==> src/rtl/dram_rqst_arbiter.sv <==
// rtl/dram_rqst_arbiter.sv - round-robin DRAM request arbiter with lock and one-entry output register
module dram_rqst_arbiter #(
  parameter int NUM_REQ                   = 4,
  parameter int DRAM_RQST_FIFO_DATA_WIDTH = 45
) (
  input  logic                                         i_clk,
  input  logic                                         i_rst_n,
  input  logic [NUM_REQ*DRAM_RQST_FIFO_DATA_WIDTH-1:0] i_rqst_data,
  input  logic [NUM_REQ-1:0]                           i_rqst_valid,
  input  logic [NUM_REQ-1:0]                           i_rqst_lock,
  output logic [NUM_REQ-1:0]                           o_rqst_ready,
  output logic [DRAM_RQST_FIFO_DATA_WIDTH-1:0]         o_dram_rqst_fifo_data,
  output logic                                         o_dram_rqst_fifo_we,
  input  logic                                         i_dram_rqst_fifo_full,
  output logic                                         o_err_zero_len,
  output logic [1:0]                                   o_state,
  output logic [2:0]                                   o_grant_id,
  output logic [15:0]                                  o_issued_count
);

  localparam int W = DRAM_RQST_FIFO_DATA_WIDTH;

  typedef enum logic [1:0] {
    ST_IDLE   = 2'd0,
    ST_LOCKED = 2'd1
  } state_t;

  state_t         state;
  logic [2:0]     lock_id;
  logic [2:0]     last_grant;
  logic           out_valid;
  logic [W-1:0]   out_data;

  // Requester vectors padded to 8 so a 3-bit id indexes them directly
  logic [7:0]     valid_pad;
  logic [7:0]     lock_pad;
  logic [W-1:0]   req_data [8];

  logic           slot_free;
  logic           win_found;
  logic [2:0]     win_id;
  logic [3:0]     idx;
  logic [W-1:0]   sel_data;
  logic           accept;
  logic           zero_len;

  assign valid_pad = 8'(i_rqst_valid);
  assign lock_pad  = 8'(i_rqst_lock);

  for (genvar k = 0; k < 8; k++) begin : g_pad
    if (k < NUM_REQ) begin : g_real
      assign req_data[k] = i_rqst_data[k*W +: W];
    end else begin : g_zero
      assign req_data[k] = '0;
    end
  end

  assign o_dram_rqst_fifo_we   = out_valid && !i_dram_rqst_fifo_full;
  assign o_dram_rqst_fifo_data = out_data;
  assign o_state               = state;

  // The slot can take a new beat if empty or if it drains this cycle
  assign slot_free = !out_valid || o_dram_rqst_fifo_we;

  // Winner search: locked owner only, else round-robin after last_grant
  always_comb begin
    win_found = 1'b0;
    win_id    = 3'd0;
    idx       = 4'd0;
    if (state == ST_LOCKED) begin
      win_found = valid_pad[lock_id];
      win_id    = lock_id;
    end else begin
      for (int i = 1; i <= NUM_REQ; i++) begin
        idx = {1'b0, last_grant} + 4'(i);
        if (idx >= 4'(NUM_REQ)) begin
          idx = idx - 4'(NUM_REQ);
        end
        if (!win_found && valid_pad[idx[2:0]]) begin
          win_found = 1'b1;
          win_id    = idx[2:0];
        end
      end
    end
  end

  assign sel_data = req_data[win_id];
  assign accept   = i_rst_n && slot_free && win_found;
  assign zero_len = (sel_data[12:1] == 12'd0);

  // One-hot ready for the accepted winner only
  always_comb begin
    o_rqst_ready = '0;
    for (int k = 0; k < NUM_REQ; k++) begin
      o_rqst_ready[k] = accept && (win_id == 3'(k));
    end
  end

  // Arbitration FSM: lock ownership, last grant and reported grant id
  always_ff @(posedge i_clk or negedge i_rst_n) begin
    if (!i_rst_n) begin
      state      <= ST_IDLE;
      lock_id    <= 3'd0;
      last_grant <= 3'(NUM_REQ - 1);
      o_grant_id <= 3'd0;
    end else if (accept) begin
      last_grant <= win_id;
      o_grant_id <= win_id;
      case (state)
        ST_IDLE: begin
          if (lock_pad[win_id]) begin
            state   <= ST_LOCKED;
            lock_id <= win_id;
          end
        end
        ST_LOCKED: begin
          if (!lock_pad[win_id]) begin
            state <= ST_IDLE;
          end
        end
        default: state <= ST_IDLE;
      endcase
    end
  end

  // Output register, zero-length drop pulse and write counter
  always_ff @(posedge i_clk or negedge i_rst_n) begin
    if (!i_rst_n) begin
      out_valid      <= 1'b0;
      out_data       <= '0;
      o_err_zero_len <= 1'b0;
      o_issued_count <= 16'd0;
    end else begin
      o_err_zero_len <= accept && zero_len;
      if (o_dram_rqst_fifo_we) begin
        o_issued_count <= o_issued_count + 16'd1;
      end
      if (accept && !zero_len) begin
        out_valid <= 1'b1;
        out_data  <= sel_data;
      end else if (o_dram_rqst_fifo_we) begin
        out_valid <= 1'b0;
      end
    end
  end

endmodule

==> config.mk <==
export PLATFORM = sky130hd
export DESIGN_NAME = dram_rqst_arbiter
export DESIGN_NICKNAME = d
export VERILOG_FILES = /design/src/rtl/dram_rqst_arbiter.sv
export SDC_FILE = /design/constraint.sdc
export NUM_CORES = 1
export LEC_CHECK = 0
export BUFFER_PORTS_ARGS = -buffer_cell sky130_fd_sc_hd__clkbuf_2
export CORE_MARGIN = 3
export CORE_UTILIZATION = 41
export DETAILED_ROUTE_END_ITERATION = 6
export PLACE_DENSITY = 0.83
export SYNTH_ARGS = -nofsm -noshare
export SYNTH_HDL_FRONTEND = slang
export SYNTH_SLANG_ARGS = --single-unit
==> constraint.sdc <==
create_clock -name i_clk -period 3.9 [get_ports i_clk]
set_clock_uncertainty 0.2 [all_clocks]
set_input_delay 0.39 -clock i_clk [delete_from_list [all_inputs] [get_ports i_clk]]
set_output_delay 0.39 -clock i_clk [all_outputs]
set_load 0.01 [all_outputs]
== Word level (Yosys, flattened, before mapping) ==
Cells that the tools add are included.
Word-level totals
  bits in registers: 74
  output and inout port bits: 72
Cells by class
  add/sub/neg operators: 9
  order comparisons: 11
  eq/ne operators: 6
  mux-type cells: 41
  bitwise gates (word level): 1
  reductions and logical operators: 25
Operators with widths (number)
  binary-select mux 45 bit (select 3 bit): 1
  2-to-1 mux 45 bit: 2
  2-to-1 mux 3 bit: 13
  < comparator 3 x 4 -> 1 bit, second input constant: 6
  binary-select mux 1 bit (select 3 bit): 6
  adder 16 x 1 -> 16 bit, second input constant: 1
  >= comparator 4 x 3 -> 1 bit, second input constant: 4
  2-to-1 mux 1 bit: 16
  logical AND 1 bit: 12
  logical NOT 12 bit: 1
  subtractor 3 bit, second input constant: 4
  adder 3 x 2 -> 4 bit, second input constant: 2
  equality test 3 x 2 -> 1 bit, second input constant: 2
  logical NOT 1 bit: 6
  AND reduction 3 bit: 2
  adder 3 x 1 -> 4 bit, second input constant: 1
  adder 3 x 3 -> 4 bit, second input constant: 1
  >= comparator 4 bit, second input constant: 1
  2-to-1 mux 2 bit: 2
  != test 2 bit, second input constant: 2
  NOT 3 -> 4 bit: 1
  case mux 2 bit (2 select lines): 1
  equality test 3 x 1 -> 1 bit, second input constant: 1
  logical NOT 3 bit: 1
  other kinds (4): 4

== Logic depth before layout (Yosys ltp) ==
Gate-level depths: netlist (run 1).
  word-level depth: 28
  mapped depth: 13
  depth with buffers taken out: 9

== Worst setup path after synthesis (run 1) ==
Ideal clock, no wire load.
  path type: reg-to-reg
  start: reg last_grant[0]
  end: reg out_data[0], in the netlist o_dram_rqst_fifo_data[0]
  setup time: 127 ps
  data arrival time: 3311 ps
  required time: 3573 ps
  setup slack: 262 ps
  cell stages (with the launch flop): 12
  clock period less this slack: 3638 ps
  cell sequence: dfstp_2 -> buf_4 -> inv_1 -> ha_1 -> clkbuf_1 -> mux2_2 -> a211oi_1 -> a221oi_2 -> o22a_1 -> a32oi_4 -> buf_6 -> mux2_1
Between the ends
  cells in the longest elaborated chain, start to end: 27
RTL lines
  from (decl): RTL line 30  | logic [2:0] last_grant;
  from (signal assigned): RTL line 104  | last_grant <= 3'(NUM_REQ - 1);
  from (signal assigned): RTL line 107  | last_grant <= win_id;
  adder 3 x 1 -> 4 bit: RTL line 75  | idx = {1'b0, last_grant} + 4'(i);
  >= comparator 4 x 3 -> 1 bit / subtractor 3 bit (equally long branches): RTL line 76, 77
  2-to-1 mux 3 bit: RTL line 76  | if (idx >= 4'(NUM_REQ)) begin
  2-to-1 mux 3 bit: RTL line 70  | if (state == ST_LOCKED) begin
  binary-select mux 1 bit (select 3 bit): RTL line 79  | if (!win_found && valid_pad[idx[2:0]]) begin
  2-to-1 mux 1 bit (not written as such): RTL line 79
  2-to-1 mux 1 bit: RTL line 79
  2-to-1 mux 1 bit: RTL line 70
  (+10 left out)
  2-to-1 mux 3 bit: RTL line 79
  2-to-1 mux 3 bit: RTL line 70
  NOT 3 -> 4 bit (not written as such): RTL line 87  | assign sel_data = req_data[win_id];
  binary-select mux 45 bit (select 3 bit): RTL line 87
  2-to-1 mux 45 bit (not written as such) (2 in series): RTL line 87
  logical NOT 12 bit: RTL line 89  | assign zero_len = (sel_data[12:1] == 12'd0);
  logical NOT 1 bit: RTL line 138  | if (accept && !zero_len) begin
  logical AND 1 bit: RTL line 138
  to (signal assigned): RTL line 140  | out_data <= sel_data;
  to (decl): RTL line 32  | logic [W-1:0] out_data;
Several ways; a longest one is shown, not always the timed one. The select of a mux whose other input is x is not followed.
A chain may end at the register's enable or synchronous reset.

== Worst setup path after layout (run 1) ==
  start: reg last_grant[1]
  end: reg out_data[2], in the netlist o_dram_rqst_fifo_data[2]
The elaborated chain is that of the path after synthesis.

==> flow_summary.yaml, run 1 <==
floorplanning:
  start_util_pct: 42.9
  dieArea_um2: 12900
  die_h_um: 114
  ios: 263
  die_w_um: 114
  num_rows: 38
  core_area_um2: 11100
final_layout:
  nNetsFinal: 883
  regArea_um2: 1800
  diodes: 0
  nFillCells: 956
  area_growth_pct: 36.7
  postLayoutCellArea_um2: 6500
  multi_input_area_um2: 2740
  fin_util_pct: 58.7
  drive_above_1_share_pct: 45.2
global_routing:
  grt_pass1_vias: 4775
  met1_usage_pct: 26.2
  grt_pass1_wl_um: 23500
  grt_use_met2_pct: 41.5
  grt_use_total_pct: 22.7
  antenna_found_initial: 0
  busiest_layer: "met2"
  grt_max_degree: 73
  grt_overflow: 0
  grt_use_met3_pct: 4.99
clock_network:
  cts_buffer_depth: 2
  cts_buffers: 9
  clock_latency_ns: 0.33
  root_buffer: "clkbuf_16"
  cts_tree: "done"
  postCtsHoldBufs: 0
  htree_levels: 3
  cts.sinks: 72
  clkTransAtPathRegs_ns: 0.06
setup_path:
  max_stage_delay_ns: 0.63
  r2r_end: "o_dram_rqst_fifo_data[2]$_DFFE_PN0P_"
  path_delay_family: "multiplexers"
  cp.required_ns: 3.90
  worstPathArrival_ns: 3.77
  r2r-start: "last_grant[1]$_DFFE_PN1P_"
  crit_fanout: 62
  reg2reg_depth: 10
  reg2reg_slack_ns: 0.14
  endpoint_kind: "register"
  path_class: "reg2reg"
  cp-start-kind: "register"
  crit_buf_inv: 3
  cp_cell_sequence: "inv_1 > ha_1 > mux4_2 > a31o_2 > a221oi_4 > buf_4 > buf_12 > mux2i_1 > o22ai_1 > mux2_1"
  crit_path_top_delay_cell: "dfstp_2"
sta:
  layout_setup_ws_ns: 0.136
  fin_crit_ns: 3.76
  drv_slew: 0
  slew_headroom_pct: 39.2
  hold_viol: 0
  setup_viol: 0
  fin_tns_setup_ns: 0
  fmax_mhz: 266
  tightest_slew_ns: 0.912
  fin_crit_sh_pct: 96.5
synthesis:
  synth_edf_count: 0
  syn_nets: 629
  ys_ff_latch: 72
  synth_top_area_share_pct: 36.8
  synthTopCellsByArea: "dfrtp_1 37%, mux2i_1 20%, mux2_1 9.2%"
  syn-cell-area_um2: 4750
  synth-simple-area-share_pct: 7.53
  ys.flop_type: "dfrtp_1"
  yosysWarnings: 0
  synth_most_common_cell: "mux2i_1"
  synth_top_family_by_area: "multiplexers"
  yosysTopAreaCell: "dfrtp_1"
  synthArstFlopShare_pct: 100
  seq_area_frac_synth_pct: 37.9
  synth_compound_area_share_pct: 12.9
  ys_types: 48
  synthesis.instances: 435
  synth_commonest_cells: "93 x mux2i_1, 70 x dfrtp_1, 46 x o22ai_1"
  synth_area_per_cell_um2: 10.9
  synth_xor_xnor_area_share_pct: 2.76
  synth_fa_ha_area_share_pct: 0.789
  synthMuxAreaShare_pct: 33.1
run:
  maxCapViolations: 0
place:
  dpl_worst_slack_ns: 0.182
  gp_congestion: 0.987
  io_buffers: 261
  dp_hpwl_um: 11800
  placed_area_um2: 6190
power:
  p_leak_nw: 3.52
  vdd_drop_max_uv: 829
  power.density_nw_per_um2: 984
  p_total_mw: 6.40
drt:
  first_pass_iters: 4
  ant_nets: 0
  vias_per_cell: 5.49
  drc: 0
  wl_per_cell_um: 17.8
  totalWireLength_um: 14900
  dr.first_iter.drc_count: 232
  vias: 4572
run_status:
  status: "complete, no violations"
hold_path:
  holdCritPathClass: "in2async"
## worst max path at each step
stage | startpoint | to | slack, ns | cells past startpoint
final | last_grant[1]$_DFFE_PN1P_ | o_dram_rqst_fifo_data[2]$_DFFE_PN0P_ | 0.14 | 10
after global placement | last_grant[1]$_DFFE_PN1P_ | o_rqst_ready[2] | 0.28 | 9
after detailed placement | last_grant[1]$_DFFE_PN1P_ | o_rqst_ready[2] | 0.18 | 9
after CTS | last_grant[1]$_DFFE_PN1P_ | o_rqst_ready[2] | 0.009 | 9
after global routing | last_grant[1]$_DFFE_PN1P_ | o_rqst_ready[2] | -0.005 | 9
after floorplan | last_grant[0]$_DFFE_PN1P_ | o_dram_rqst_fifo_data[0]$_DFFE_PN0P_ | 0.26 | 11
## cell usage in the layout (no fill, tap or decap), drive strengths merged, types with 4 or more instances in the layout
master and instances:
o21ai 4, dfrtp 70, o22ai 46, inv 11, buf 15, nor4 12, nor3 6, nand3 6
a21oi 7, mux2 51, nand4 11, clkbuf 270, nor2 9, xnor2 12, nand2 12, mux2i 93
and3 4
## routing by layer
layer	wire length (um)	share of wire, %
met1	5680	38
met2	7770	52
met3	1080	7.2
met4	330	2.2
met5	0	0
## registers in the layout (all words and copies together), names as in the netlist
| name | count |
|---|---|
| o_issued_count | 16 |
| lock_id | 3 |
| o_grant_id | 3 |
| o_state | 1 |
| last_grant | 2 |
| o_err_zero_len | 1 |
| o_dram_rqst_fifo_data | 45 |
| out_valid | 1 |
## area by class of cell
cell class | count | share of cell area (%)
multi-input cells | 320 | 42.2
flip-flops and latches | 72 | 27.8
repair buffers | 275 | 22.5
clock buffers | 10 | 3.68
well taps | 140 | 2.70
inverters | 11 | 0.635
clock inverters | 5 | 0.520
## power by group
group,switching [mW],total (mW),internal (mW)
Sequential,0.232,1.33,1.10
Clock,0.303,0.745,0.442
Combinational,2.28,4.32,2.04
Total,2.81,6.40,3.58
## through the flow
stage / std cells / hold slack, ns
detailed placement: 816 / 0.266
CTS: 831 / 0.0879
global placement: 816 / 0.263
global route: 833 / 0.116
floorplan: 435 / -0.106
finish: 833 / 0.0950
## logic make-up after synthesis
group / count (synthesis)
mux: 147
compound gates: 86
flops: 72
simple gates: 68
buf+inv: 43
xor+xnor: 15
fa+ha+maj: 3
other cells: 1
## repair_timing
| action | in CTS | in global routing |
|---|---|---|
| endpoints found under the hold margin | 0 | 0 |
| pin swaps | 0 | 0 |
| buffers inserted | 0 | 2 |
| resized for setup | 2 | 2 |
| endpoints found under the setup margin | 2 | 9 |
(Power assumes the default switching activity.)
==> run 2: changes to the inputs <==
- ABC_CLOCK_PERIOD_IN_PS: not set -> 3900
- RECOVER_POWER: not set -> 100
==> run 2 against run 1 <==
The run now ends with capacitance limit, slew limit left. Register-to-register slack worse by 0.03 ns. Die area stayed put. Sequential share of layout area is 0.44 points higher. Maximum frequency is 0.74% lower. Global-route usage stayed put. Worst setup slack worse by 0.028 ns. Core utilization is 0.91 points lower. Total power is 1.4% lower. Final area is 1.6% lower. Sequential power hardly changed. First-iteration DRC count is 1.3% higher. Critical path type unchanged. Critical endpoint unchanged.
==> flow_summary.yaml, run 2 (same netlist as run 1, synthesis figures left out) <==
hold_path:
  holdCritPathClass: "in2reg"
run_status:
  status: "complete, but fails checks"
  violations: "capacitance limit, slew limit"
power:
  seqPwrFrac_pct: 21.1
  p_int_mw: 3.50
  pwr-share-clk_pct: 11.8
  power.density_nw_per_um2: 986
  p_leak_nw: 3.30
  p_total_mw: 6.31
  switching_share_pct: 44.5
  vdd_drop_max_uv: 839
  p_sw_mw: 2.80
  comb_power_share_pct: 67.1
floorplanning:
  dieArea_um2: 12900
  core_area_um2: 11100
  num_rows: 38
  die_w_um: 114
  die_h_um: 114
  ios: 263
  start_util_pct: 42.9
sta:
  hold_slack_ns: 0.0950
  setup_viol: 0
  layout_setup_ws_ns: 0.109
  fin_crit_ns: 3.79
  slew_headroom_pct: -16.4
  tightest_slew_ns: 1.75
  drv_slew: 73
  fin_crit_sh_pct: 97.2
  hold_viol: 0
  fmax_mhz: 264
setup_path:
  worstPathArrival_ns: 3.80
  endpoint_kind: "register"
  cp-start-kind: "register"
  crit_fanout: 62
  path_class: "reg2reg"
  cp.required_ns: 3.90
drt:
  ant_nets: 0
  dr.first_iter.drc_count: 235
  totalWireLength_um: 14900
  wl_per_cell_um: 17.9
  vias_per_cell: 5.51
  drc: 0
  first_pass_iters: 4
  vias: 4593
global_routing:
  grt_pass1_vias: 4775
  grt_overflow: 0
  grt_use_met3_pct: 4.99
  grt_pass1_wl_um: 23500
  antenna_found_initial: 0
  grt_max_degree: 73
  busiest_layer: "met2"
  grt_use_met2_pct: 41.5
  grt_use_total_pct: 22.7
  met1_usage_pct: 26.2
final_layout:
  diodes: 0
  nNetsFinal: 883
  area_growth_pct: 34.6
  postLayoutCellArea_um2: 6400
  largest_reg_flops: 45
  layout_commonest_cell: "clkbuf_2"
  final_cells: 833
  drive_above_1_share_pct: 35.2
  layout_common_cells: "194 x clkbuf_2, 93 x mux2i_1, 70 x dfrtp_1"
clock_network:
  cts_buffer_depth: 2
  cts_tree: "done"
  clkTransAtPathRegs_ns: 0.06
  root_buffer: "clkbuf_16"
  htree_levels: 3
  clock_latency_ns: 0.32
  postCtsHoldBufs: 0
  cts.sinks: 72
  cts_buffers: 9
place:
  dp_hpwl_um: 11800
  gp_congestion: 0.987
  dpl_worst_slack_ns: 0.182
  placedCellCount: 816
  placed_area_um2: 6190
  io_buffers: 261
run:
  maxCapViolations: 1
[run 2: cell count changes in the layout (fill, tap and decap cells not counted), sizes merged]
cell / change
clkbuf: +2
buf: -2
[run 2: area by class of cell]
cell class | instances | area (um^2)
Sequential cell | 72 | 1800
Tap cell | 140 | 175
Multi-Input combinational cell | 320 | 2730
Inverter | 11 | 41.3
Timing Repair Buffer | 275 | 1370
Fill cell | 990 | 4680
Clock inverter | 5 | 33.8
Clock buffer | 10 | 239
[run 2: routing by layer]
layer,vias up,wire length (um)
li1,2178,-
met3,19,1080
met1,2191,5710
met5,-,0
met2,205,7850
met4,0,297
[run 2: path summary, 6_finish.rpt]
path	start	end	slack, ns	depth (start not counted)
setup / recovery	last_grant[1]$_DFFE_PN1P_	o_dram_rqst_fifo_data[2]$_DFFE_PN0P_	0.11	10
hold / removal	i_dram_rqst_fifo_full	out_valid$_DFFE_PN0P_	0.1	3
setup reg to reg	last_grant[1]$_DFFE_PN1P_	o_dram_rqst_fifo_data[2]$_DFFE_PN0P_	0.11	10
hold reg to reg	o_issued_count[15]$_DFFE_PN0P_	o_issued_count[15]$_DFFE_PN0P_	0.27	1
max in group asynchronous	i_rst_n	o_dram_rqst_fifo_data[42]$_DFFE_PN0P_	1.99	2
min in group asynchronous	i_rst_n	o_issued_count[12]$_DFFE_PN0P_	0.48	2
[run 2: power groups by stage]
stage                     sequential (mW)  combinational, mW  clock (mW)
final                                1.33               4.23       0.745
after global placement               1.32               4.13           0
after CTS                            1.33               4.28       0.772
after detailed placement             1.34               4.26           0
after floorplan                      1.42               3.06           0
after global routing                 1.37               4.60       0.814
[run 2: repair_timing]
item,CTS,global route
buffers inserted,0,2
gates resized for setup,2,2
endpoints found under the setup margin,2,9
[run 2: through the flow]
| step | setup TNS [ns] | utilization, % |
|---|---|---|
| 6_report | 0 | 57.7 |
| 4_1_cts | 0 | 58.4 |
| 3_3_place_gp | 0 | 55.9 |
| 3_5_place_dp | 0 | 55.9 |
| 5_1_grt | -0.00484 | 57.7 |
| 2_1_floorplan | 0 | - |
[run 2: critical path: stages (launching register included)]
cell and delay [ns]:
dfstp_2 0.64, inv_1 0.10, ha_1 0.42, mux4_2 0.41
a31o_2 0.26, a221oi_4 0.28, buf_4 0.20, buf_12 0.34
mux2i_1 0.35, o22ai_1 0.14, mux2_1 0.29
